## config.mk

```make
export PLATFORM = sky130hd
export DESIGN_NAME = instr_fetch
export DESIGN_NICKNAME = d
export VERILOG_FILES = /design/src/rtl/instr_fetch.sv
export SDC_FILE = /design/constraint.sdc
export NUM_CORES = 1
export LEC_CHECK = 0
export CAP_MARGIN = 20
export CORE_AREA = 3 3 121 123
export CTS_CLUSTER_DIAMETER = 40
export DETAILED_ROUTE_END_ITERATION = 8
export DIE_AREA = 0 0 124 126
export DONT_BUFFER_PORTS = 1
export GPL_TIMING_DRIVEN = 1
export PLACE_DENSITY = 0.87
export SLEW_MARGIN = 20
export SYNTH_ARGS = -nofsm -noshare
export SYNTH_HDL_FRONTEND = slang
export SYNTH_SLANG_ARGS = --single-unit
export TNS_END_PERCENT = 50
```

## constraint.sdc

```tcl
create_clock -name clk -period 6.5 [get_ports clk]
set_input_delay 1.625 -clock clk [delete_from_list [all_inputs] [get_ports clk]]
set_output_delay 1.625 -clock clk [all_outputs]
set_load 0.005 [all_outputs]
```

## src/rtl/instr_fetch.sv

```systemverilog
// MIPS instruction-fetch stage. It issues word fetches with at most one request outstanding, buffers one word when downstream stalls, and flushes on redirect.
// Optional build macro FETCH_PERF_EN adds saturating fetch and stall performance counters.
module instr_fetch #(
  parameter logic [31:0] RESET_PC = 32'h0000_0000
) (
  input  logic        clk,
  input  logic        rst_n,
  output logic        imem_req,
  output logic [31:0] imem_addr,
  input  logic        imem_rvalid,
  input  logic [31:0] imem_rdata,
  input  logic        stall,
  input  logic        redirect,
  input  logic [31:0] redirect_pc,
  output logic [31:0] instruction,
  output logic [31:0] pc_out,
  output logic [31:0] pc_plus4,
  output logic        valid
`ifdef FETCH_PERF_EN
  ,
  output logic [31:0] perf_fetch_cnt,
  output logic [31:0] perf_stall_cnt
`endif
);

  typedef enum logic [1:0] {
    IDLE    = 2'd0,
    FETCH   = 2'd1,
    HOLD    = 2'd2,
    DISCARD = 2'd3
  } state_e;

  state_e      state_q, state_d;
  logic [31:0] pc_q, pc_d;
  logic [31:0] instr_q, instr_d;
  logic [31:0] pc_out_q, pc_out_d;
  logic        valid_q, valid_d;
  logic [31:0] skid_instr_q, skid_instr_d;
  logic [31:0] skid_pc_q, skid_pc_d;
  logic [31:0] discard_addr_q, discard_addr_d;
  logic        consumed;

  assign consumed = valid_q && !stall;

  // NOTE: state uses non-blocking assignments only, so every register samples pre-edge values.
  always_ff @(posedge clk) begin
    if (!rst_n) begin
      state_q        <= IDLE;
      pc_q           <= RESET_PC;
      instr_q        <= '0;
      pc_out_q       <= RESET_PC;
      valid_q        <= 1'b0;
      // NOTE: the skid payload is reset too, so a flush can never expose a stale word.
      skid_instr_q   <= '0;
      skid_pc_q      <= '0;
      discard_addr_q <= '0;
    end else begin
      state_q        <= state_d;
      pc_q           <= pc_d;
      instr_q        <= instr_d;
      pc_out_q       <= pc_out_d;
      valid_q        <= valid_d;
      skid_instr_q   <= skid_instr_d;
      skid_pc_q      <= skid_pc_d;
      discard_addr_q <= discard_addr_d;
    end
  end

  always_comb begin
    // NOTE: every next-state value gets a hold default first, so no path can infer a latch.
    state_d        = state_q;
    pc_d           = pc_q;
    instr_d        = instr_q;
    pc_out_d       = pc_out_q;
    valid_d        = consumed ? 1'b0 : valid_q;
    skid_instr_d   = skid_instr_q;
    skid_pc_d      = skid_pc_q;
    discard_addr_d = discard_addr_q;

    if (redirect) begin
      pc_d         = redirect_pc & 32'hFFFF_FFFC;
      valid_d      = 1'b0;
      instr_d      = '0;
      skid_instr_d = '0;
      skid_pc_d    = '0;
      unique case (state_q)
        FETCH: begin
          // Without a response in hand, keep asking at the old address until it is answered.
          state_d        = imem_rvalid ? FETCH : DISCARD;
          discard_addr_d = pc_q;
        end
        DISCARD: state_d = imem_rvalid ? FETCH : DISCARD;
        default: state_d = FETCH;
      endcase
    end else begin
      unique case (state_q)
        IDLE: state_d = FETCH;
        FETCH: begin
          if (imem_rvalid) begin
            pc_d = pc_q + 32'd4;
            if (!valid_q || !stall) begin
              instr_d  = imem_rdata;
              pc_out_d = pc_q;
              valid_d  = 1'b1;
            end else begin
              skid_instr_d = imem_rdata;
              skid_pc_d    = pc_q;
              state_d      = HOLD;
            end
          end
        end
        HOLD: begin
          if (!stall) begin
            instr_d  = skid_instr_q;
            pc_out_d = skid_pc_q;
            valid_d  = 1'b1;
            state_d  = FETCH;
          end
        end
        DISCARD: begin
          if (imem_rvalid) state_d = FETCH;
        end
        default: state_d = IDLE;
      endcase
    end
  end

  assign imem_req    = (state_q == FETCH) || (state_q == DISCARD);
  assign imem_addr   = (state_q == DISCARD) ? discard_addr_q : pc_q;
  assign instruction = instr_q;
  assign pc_out      = pc_out_q;
  assign pc_plus4    = pc_out_q + 32'd4;
  assign valid       = valid_q;

`ifdef FETCH_PERF_EN
  logic [31:0] fetch_cnt_q;
  logic [31:0] stall_cnt_q;

  always_ff @(posedge clk) begin
    if (!rst_n) begin
      fetch_cnt_q <= '0;
      stall_cnt_q <= '0;
    end else begin
      if (consumed && (fetch_cnt_q != 32'hFFFF_FFFF)) fetch_cnt_q <= fetch_cnt_q + 32'd1;
      if (valid_q && stall && (stall_cnt_q != 32'hFFFF_FFFF)) stall_cnt_q <= stall_cnt_q + 32'd1;
    end
  end

  assign perf_fetch_cnt = fetch_cnt_q;
  assign perf_stall_cnt = stall_cnt_q;
`endif

endmodule

```

==> results list, run 1 <==
- Outcome: finished clean
* Cells after synthesis: 1099
- In the final routed layout, each cell accounts on average for 17.93 um.
- Clock Path Buffers: 2
* Ports placed on the boundary: 199
* Required @ worst endpoint: 4.88 ns
- Global routing used 27.27% of the available tracks across all layers.
* End-of-flow core utilization: 67.94%
- Most frequently used cell type in the post-synthesis netlist: nand2_1
* Final WS setup: 2.409 ns
- Yosys top cell area share: 42.37%
* Cell type with the largest total area after synthesis: dfxtp_1
- Summing the areas of all xor and xnor instances in the mapped netlist gives 3.866% of the synthesized area.
- In this run the mean area of a mapped cell was 8.039 sq um.
* Number of flops mapped to enable cells by yosys: 0
* Number of antenna violations at the first check in global routing: 1
- Vias in the first global route: 6897
* Clock share of power: 40.3%
- HPWL reported at the end of detailed placement: 14210 um
* Overflow left after global routing: 0
* Number of H-tree branching levels: 4
- Number of distinct library cell variants in the gate-level netlist after synthesis: 51
* Warning count from the yosys run: 0
- Final Hold Fails: 0
- Clock Pin Slew Worst Setup and Hold Paths: 0.07 ns
- Class of the most critical hold timing path: reg2reg
- Setup repair after global routing left no endpoint under its margin.
- Static leakage: 3.000 nW
- The design draws 2.556 mW.
* Post-synthesis sequential element count: 187
* Achievable clock frequency: 0.2445 GHz
- The floorplan step defined a core boundary enclosing 13770 sq um.
* Effective utilization at floorplan: 64.14%
- Worst Hold Depth: 2
- Share of layout cells above drive strength 1: 7.522%
- Gates resized, CTS repair: 0
* Startpoint of the tightest hold check path: discard_addr_q[18]$_SDFFE_PN0P_
* Total via count after detailed routing: 7567
- Share of synthesized cell area in full adder, half adder and majority cells: 0.7081%
- Measured along the x axis, the die boundary spans 124 um.
* Register area share after synthesis: 42.37%
* Clock latency at the later pin of the worst-skew pair: 0.43 ns
- Setup violations, final: 0
* Share of synthesized registers carrying an async set or reset: 0%
- Final Max Slew Viols: 0
- Period Utilization, post-route: 62.94%
- Hold endpoint: discard_addr_q[18]$_SDFFE_PN0P_
- Dividing total power by cell area gives a power density of 273.1 nW/um^2.
- Buffers inserted during clock tree synthesis total 17.
- Mux cell area share after synthesis: 10.20%
- The tool flagged a number of max-cap violations equal to 0.
* Total of fill cells in the finished design: 1145
- Dividing the detail-routed via count by the number of cells gives 6.213.
- Internal power consumption: 1.874 mW
- The synthesized netlist devotes 20.73% of its cell area to simple gates.
- For the pin with the worst max-slew slack, the measured transition is 1.033 ns.
* Net switching power of the design: 0.6816 mW
- Fraction of power consumed by combinational cells: 9.8%
- Number of design rule violations left after detail routing: 0
- The tightest hold path in the finished design has a slack of 0.4515 ns.
- The worst path in the final design needs a cycle of 4.091 ns, including I/O delays and setup.
* Global-route wire length before repair: 34390 um
* Leading cell types by total area after synthesis: dfxtp_1 (42%), nand2_1 (9.4%), mux2i_1 (7.1%)
- Clock Skews: 0.009392 ns
* IR Drop Worst-Case VDD: 201.9 uV
* Number of design-rule violations left by the first detailed-router iteration: 705
- Slack of the worst reg-to-reg path: 3.56 ns
- Dominant combinational cell family by area after synthesis: simple AND/OR/NAND/NOR gates
- Arrival @ worst endpoint: 2.47 ns
- STA classifies the critical path startpoint as a flip-flop.
- Setup total negative slack on the finished layout was measured at 0 ns.
- ANT nets after route: 0
- Die footprint: 15620 sq um
- In this run the critical register-to-register path is captured at skid_instr_q[5]$_SDFFE_PP0P_.
- Prevailing post-synth register cell: dfxtp_1
- CTS Hold Buffers Added: 0
* Top cell types by occurrence after synthesis: nand2_1 (221), dfxtp_1 (187), a21oi_1 (101), nor2_1 (88), clkbuf_1 (79)
- Gpl congestion: 0.8864
- Setup WS pre-CTS: 2.844 ns
- Die height: 126 um
- Before antenna repair, the detailed router went through 7 iterations.
- Rel. slew slack: 31.14%
- TritonCTS clock tree: yes
- Mapped Area: 8835 sq um
- The number of cells on the worst reg-to-reg path is 7.
* Startpoint of the lowest-slack register-to-register path: state_q[1]$_SDFFE_PN0P_
- In this run the worst path has a maximum fanout of 8.
- Total of buffers placed on input and output ports: 0
- Registers are responsible for 49.9% of the overall power.
* # rows: 43
- Sw Share: 26.67%
- Compound-Gate Fraction of Synth Area: 16.30%
* Growth of design area from synthesis to finish: 5.920%
* Number of post-CTS setup repair buffers: 0
* TritonCTS sink count: 187
- After the last flow step, the layout net total stands at 1098.
- Maximum number of pins on one net before global-route repair: 98
- Endpoint type of the worst setup path: output pin
* Sum of routed wire length over all layers: 21830 um
* Worst setup path category: reg2out
- Clock tree synthesis selected as its root buffer the cell clkbuf_16.
[worst max-delay path: stages (launching register included)]
cell,delay (ns)
dfxtp_1,0.44
nand3_1,0.21
or4_1,0.70
nor4_1,0.48
xor2_1,0.22
[power groups by stage]
stage	Combinational, mW	Sequential (mW)	Clock [mW]
after floorplan	0.230	1.26	0
after global placement	0.243	1.30	0
after detailed placement	0.249	1.30	0
after CTS	0.251	1.27	1.04
after global routing	0.285	1.28	1.09
final	0.251	1.28	1.03
[logic make-up after synthesis]
group,Yosys count
AO/OA/AOI/OAI,234
XOR/XNOR,39
adder cells (fa/ha/maj),5
buffers and inverters,126
flip-flops,187
multiplexers,87
other,1
AND/OR/NAND/NOR,420
[per-stage QoR]
| step | instances | area [sq um] |
|---|---|---|
| CTS | 1216 | 9326 |
| floorplan | 1104 | 8853 |
| global placement | 1184 | 8741 |
| detailed placement | 1184 | 8741 |
| finish | 1218 | 9358 |
| global route | 1218 | 9358 |
[registers in the layout, summed over array words and instances (netlist names)]
register        cells
instruction        32
skid_instr_q       32
discard_addr_q     30
pc_out             30
pc_q               30
skid_pc_q          30
state_q             2
valid               1
[routing by layer]
metal	vias up	GRT usage, %	wire length (um)
met1	3502	32.78	8458
li1	3669	-	-
met2	358	45.78	10700
met5	-	0	0
met4	0	9.407	495
met3	38	8.711	2175
[area by class of cell]
type | count | area (sq um) | share of cell area (%)
Tap cell | 180 | 225.2 | 2.407
Sequential cell | 187 | 3744 | 40.01
Inverter | 18 | 67.56 | 0.7220
Clock inverter | 12 | 138.9 | 1.484
Antenna cell | 1 | 2.502 | 0.02674
Clock buffer | 20 | 446.7 | 4.773
Timing Repair Buffer | 9 | 80.08 | 0.8557
Multi-Input combinational cell | 791 | 4653 | 49.73
[how the worst max path moves through the flow]
stage / from / end / slack, ns
floorplan: pc_out[4]$_SDFFE_PN0P_ / pc_plus4[25] / 3.10
global placement: pc_out[5]$_SDFFE_PN0P_ / pc_plus4[31] / 2.85
global route: pc_out[4]$_SDFFE_PN0P_ / pc_plus4[31] / 2.25
CTS: pc_out[4]$_SDFFE_PN0P_ / pc_plus4[31] / 2.38
finish: pc_out[4]$_SDFFE_PN0P_ / pc_plus4[31] / 2.41
detailed placement: pc_out[4]$_SDFFE_PN0P_ / pc_plus4[31] / 2.84
[layout by cell type (no fill, tap or decap), types with 24 or more instances in the layout]
cell and count:
a211oi_1 70, a21oi_1 100, dfxtp_1 187, mux2_2 24, mux2i_1 63, nand2_1 220
nand3_1 26, nor2_1 87, o21ai_0 29, xor2_1 24
No activity file was read; power rests on OpenSTA's default activity.
==> run 2, diff against run 1 <==
--- a/config.mk
+++ b/config.mk
@@ -6,13 +6,13 @@
 export NUM_CORES = 1
 export LEC_CHECK = 0
 export CAP_MARGIN = 20
-export CORE_AREA = 3 3 121 123
+export CORE_AREA = 3 3 129 131
 export CTS_CLUSTER_DIAMETER = 40
 export DETAILED_ROUTE_END_ITERATION = 8
-export DIE_AREA = 0 0 124 126
+export DIE_AREA = 0 0 132 134
 export DONT_BUFFER_PORTS = 1
 export GPL_TIMING_DRIVEN = 1
-export PLACE_DENSITY = 0.87
+export PLACE_DENSITY = 0.81
 export SLEW_MARGIN = 20
 export SYNTH_ARGS = -nofsm -noshare
 export SYNTH_HDL_FRONTEND = slang
==> constraint.sdc (replaced) <==
create_clock -name clk -period 3.3 [get_ports clk]
set_input_delay 0.825 -clock clk [delete_from_list [all_inputs] [get_ports clk]]
set_output_delay 0.825 -clock clk [all_outputs]
set_load 0.005 [all_outputs]
==> results list, run 2 (synthesized netlist as in run 1, its figures left out) <==
* CTS Hold Buffers Added: 0
- The die is 132 um wide.
- Setup repair after global routing left no endpoint under its margin.
- The first detailed-routing pass ran for 5 iterations.
- For this run, the top clock speed supported by timing is 0.3170 GHz.
- STA classifies the critical path endpoint as an output pin.
- The routed design has 22440 um of wire.
* Footprint of the flip-flops and latches: 3744 sq um
- Between clock sinks in the finished design, the worst skew comes to 0.009137 ns.
* Total via count after detailed routing: 7591
- Adding up every negative setup slack in the final design gives 0 ns.
- For the worst setup path, the data arrival time is 2.33 ns.
* Routed length per instance: 17.76 um
- Clock Root Buffer: clkbuf_16
* ANT nets after route: 0
- Rel. slew slack: 41.60%
* Tightest Pin Transition: 0.8760 ns
* Clock Path Buffers: 2
* IR Drop Worst-Case VDD: 382.8 uV
- Leading cell type in the layout, fill and taps excluded: nand2_1
* TritonCTS sink count: 187
* Standard cell with the maximum stage delay on the critical path: or4_4
- After detailed placement, the design holds a cell count of 1232.
- On the worst path, the slowest cell contributes a delay of 0.64 ns.
* Count of placed standard cells in the final layout, fillers left out: 1264
- In this run the core area contains 46 standard-cell rows.
- Number of nets in the final layout: 1109
- Total of buffers placed on input and output ports: 0
- Commonest cells after routing, fill and taps aside: nand2_1 (221), dfxtp_1 (187), a21oi_1 (100)
- Met3 Resource Use GR: 7.202%
* Clock period minus final worst setup slack: 3.154 ns
* Maximum number of pins on one net before global-route repair: 78
* Final Max Slew Viols: 0
* Outcome: finished clean
- Power spread over the standard cell area amounts to 556.6 nW/um^2.
- Static leakage: 3.112 nW
* Cell chain of the critical path: nand3_1 -> or4_4 -> nor4_1 -> xor2_1
- The final hold violation count was 0.
- Total of fill cells in the finished design: 1361
- Gpl congestion: 0.8369
* Overflow left after global routing: 0
* TritonCTS clock tree: yes
- Clock latency at the later pin of the worst-skew pair: 0.44 ns
- Vias in the first global route: 7066
- The number of antenna violations at the first check in global routing came to 0.
- Growth of design area from synthesis to finish: 8.837%
- Global-route wire length before repair: 35820 um
- Layout Cell Area excl Fill: 9615 sq um
* End-of-flow core utilization: 61.20%
- Number of H-tree branching levels: 4
- The worst setup path is of the reg2out kind.
- Die footprint: 17690 sq um
* CORE AREA: 15710 sq um
- Required @ worst endpoint: 2.47 ns
- In this run, CTS created clock tree buffers numbering 17.
* GR Util met1: 30.81%
- Via-per-instance ratio: 6.006
* Die height: 134 um
- In the final layout, the share of cells above drive strength 1 is 8.874%.
- For this configuration, the core starts out at a cell density of 56.23%.
* Period Utilization, post-route: 95.59%
* HPWL reported at the end of detailed placement: 15010 um
* Number of design-rule violations left by the first detailed-router iteration: 581
- Along the worst path, the maximum fanout reaches 8.
- In the routed design, unresolved DRC markers number 0.
- Class of the most critical hold timing path: reg2reg
- Number of diodes: 0
- Ports placed on the boundary: 199
- Clock Pin Slew Worst Setup and Hold Paths: 0.07 ns
* Global-route usage over all layers: 24.71%
* Max-cap violations: 0
- Summing all multi-input logic gate instances after layout gives 4658 sq um.
- Placement-stage cell area: 8926 sq um
- Setup violations remaining at the end of the flow were counted as 0.
- After global routing, the most crowded layer is met2.
- Startpoint Class: flip-flop
- For met2 alone, demand over resource in global routing was 40.31%.
==> run 2: changes by cell type in the layout (fill, tap and decap cells not counted), moves of 2 or more <==
cell,previous run,this run
bufinv_16,2,5
clkbuf_1,2,0
or4_4,0,2
clkinv_4,2,0
or4_1,8,6
buf_12,1,4
inv_6,1,3
buf_4,8,16
clkinv_2,3,1
inv_8,2,4
==> run 2: critical path: cells and delay by family (launching register included) <==
kind	cells	cell delay, ns
flip-flops	1	0.44
AND/OR/NAND/NOR	3	1.23
XOR/XNOR	1	0.23
==> run 2: repair_timing <==
| action | CTS | global route |
|---|---|---|
| resized for setup | 0 | 3 |
| setup endpoints to repair | 0 | 6 |
| hold endpoints to repair | 0 | 0 |
| buffers inserted | 0 | 0 |
==> run 2: cell type report <==
class / count / area share, %
flip-flops and latches: 187 / 38.93
well taps: 216 / 2.811
clock inverters: 15 / 2.602
repair buffers: 20 / 2.082
inverters: 18 / 0.7027
clock buffers: 17 / 4.424
multi-input cells: 791 / 48.45
==> run 2: stage by stage <==
| stage | setup WS [ns] | power, mW | hold WS (ns) |
|---|---|---|---|
| final | 0.1457 | 5.352 | 0.4516 |
| after global routing | 0.01999 | 5.550 | 0.4706 |
| after floorplan | 0.6969 | 2.933 | 0.4329 |
| after detailed placement | 0.5084 | 3.072 | 0.4463 |
| after CTS | 0.03269 | 5.388 | 0.4555 |
| after global placement | 0.5552 | 3.056 | 0.4379 |
==> run 2: path summary, 6_finish.rpt <==
kind	cells after the start	to	from	slack, ns
hold / removal	2	discard_addr_q[18]$_SDFFE_PN0P_	discard_addr_q[18]$_SDFFE_PN0P_	0.45
hold reg to reg	2	discard_addr_q[18]$_SDFFE_PN0P_	discard_addr_q[18]$_SDFFE_PN0P_	0.45
setup / recovery	4	pc_plus4[25]	pc_out[5]$_SDFFE_PN0P_	0.15
setup reg to reg	6	pc_q[16]$_SDFFE_PN0P_	state_q[1]$_SDFFE_PN0P_	0.62
==> run 2: layer usage <==
| metal | vias up | share of wire, % |
|---|---|---|
| met4 | 0 | 3.1 |
| met5 | - | 0 |
| li1 | 3689 | - |
| met3 | 49 | 8.1 |
| met2 | 285 | 47 |
| met1 | 3568 | 42 |
==> run 2: report_power, final <==
part	total [mW]	leakage, nW	switching, mW	internal (mW)
clock network	2.33	0.329	0.950	1.38
logic	0.533	1.26	0.323	0.210
registers	2.49	1.52	0.140	2.35
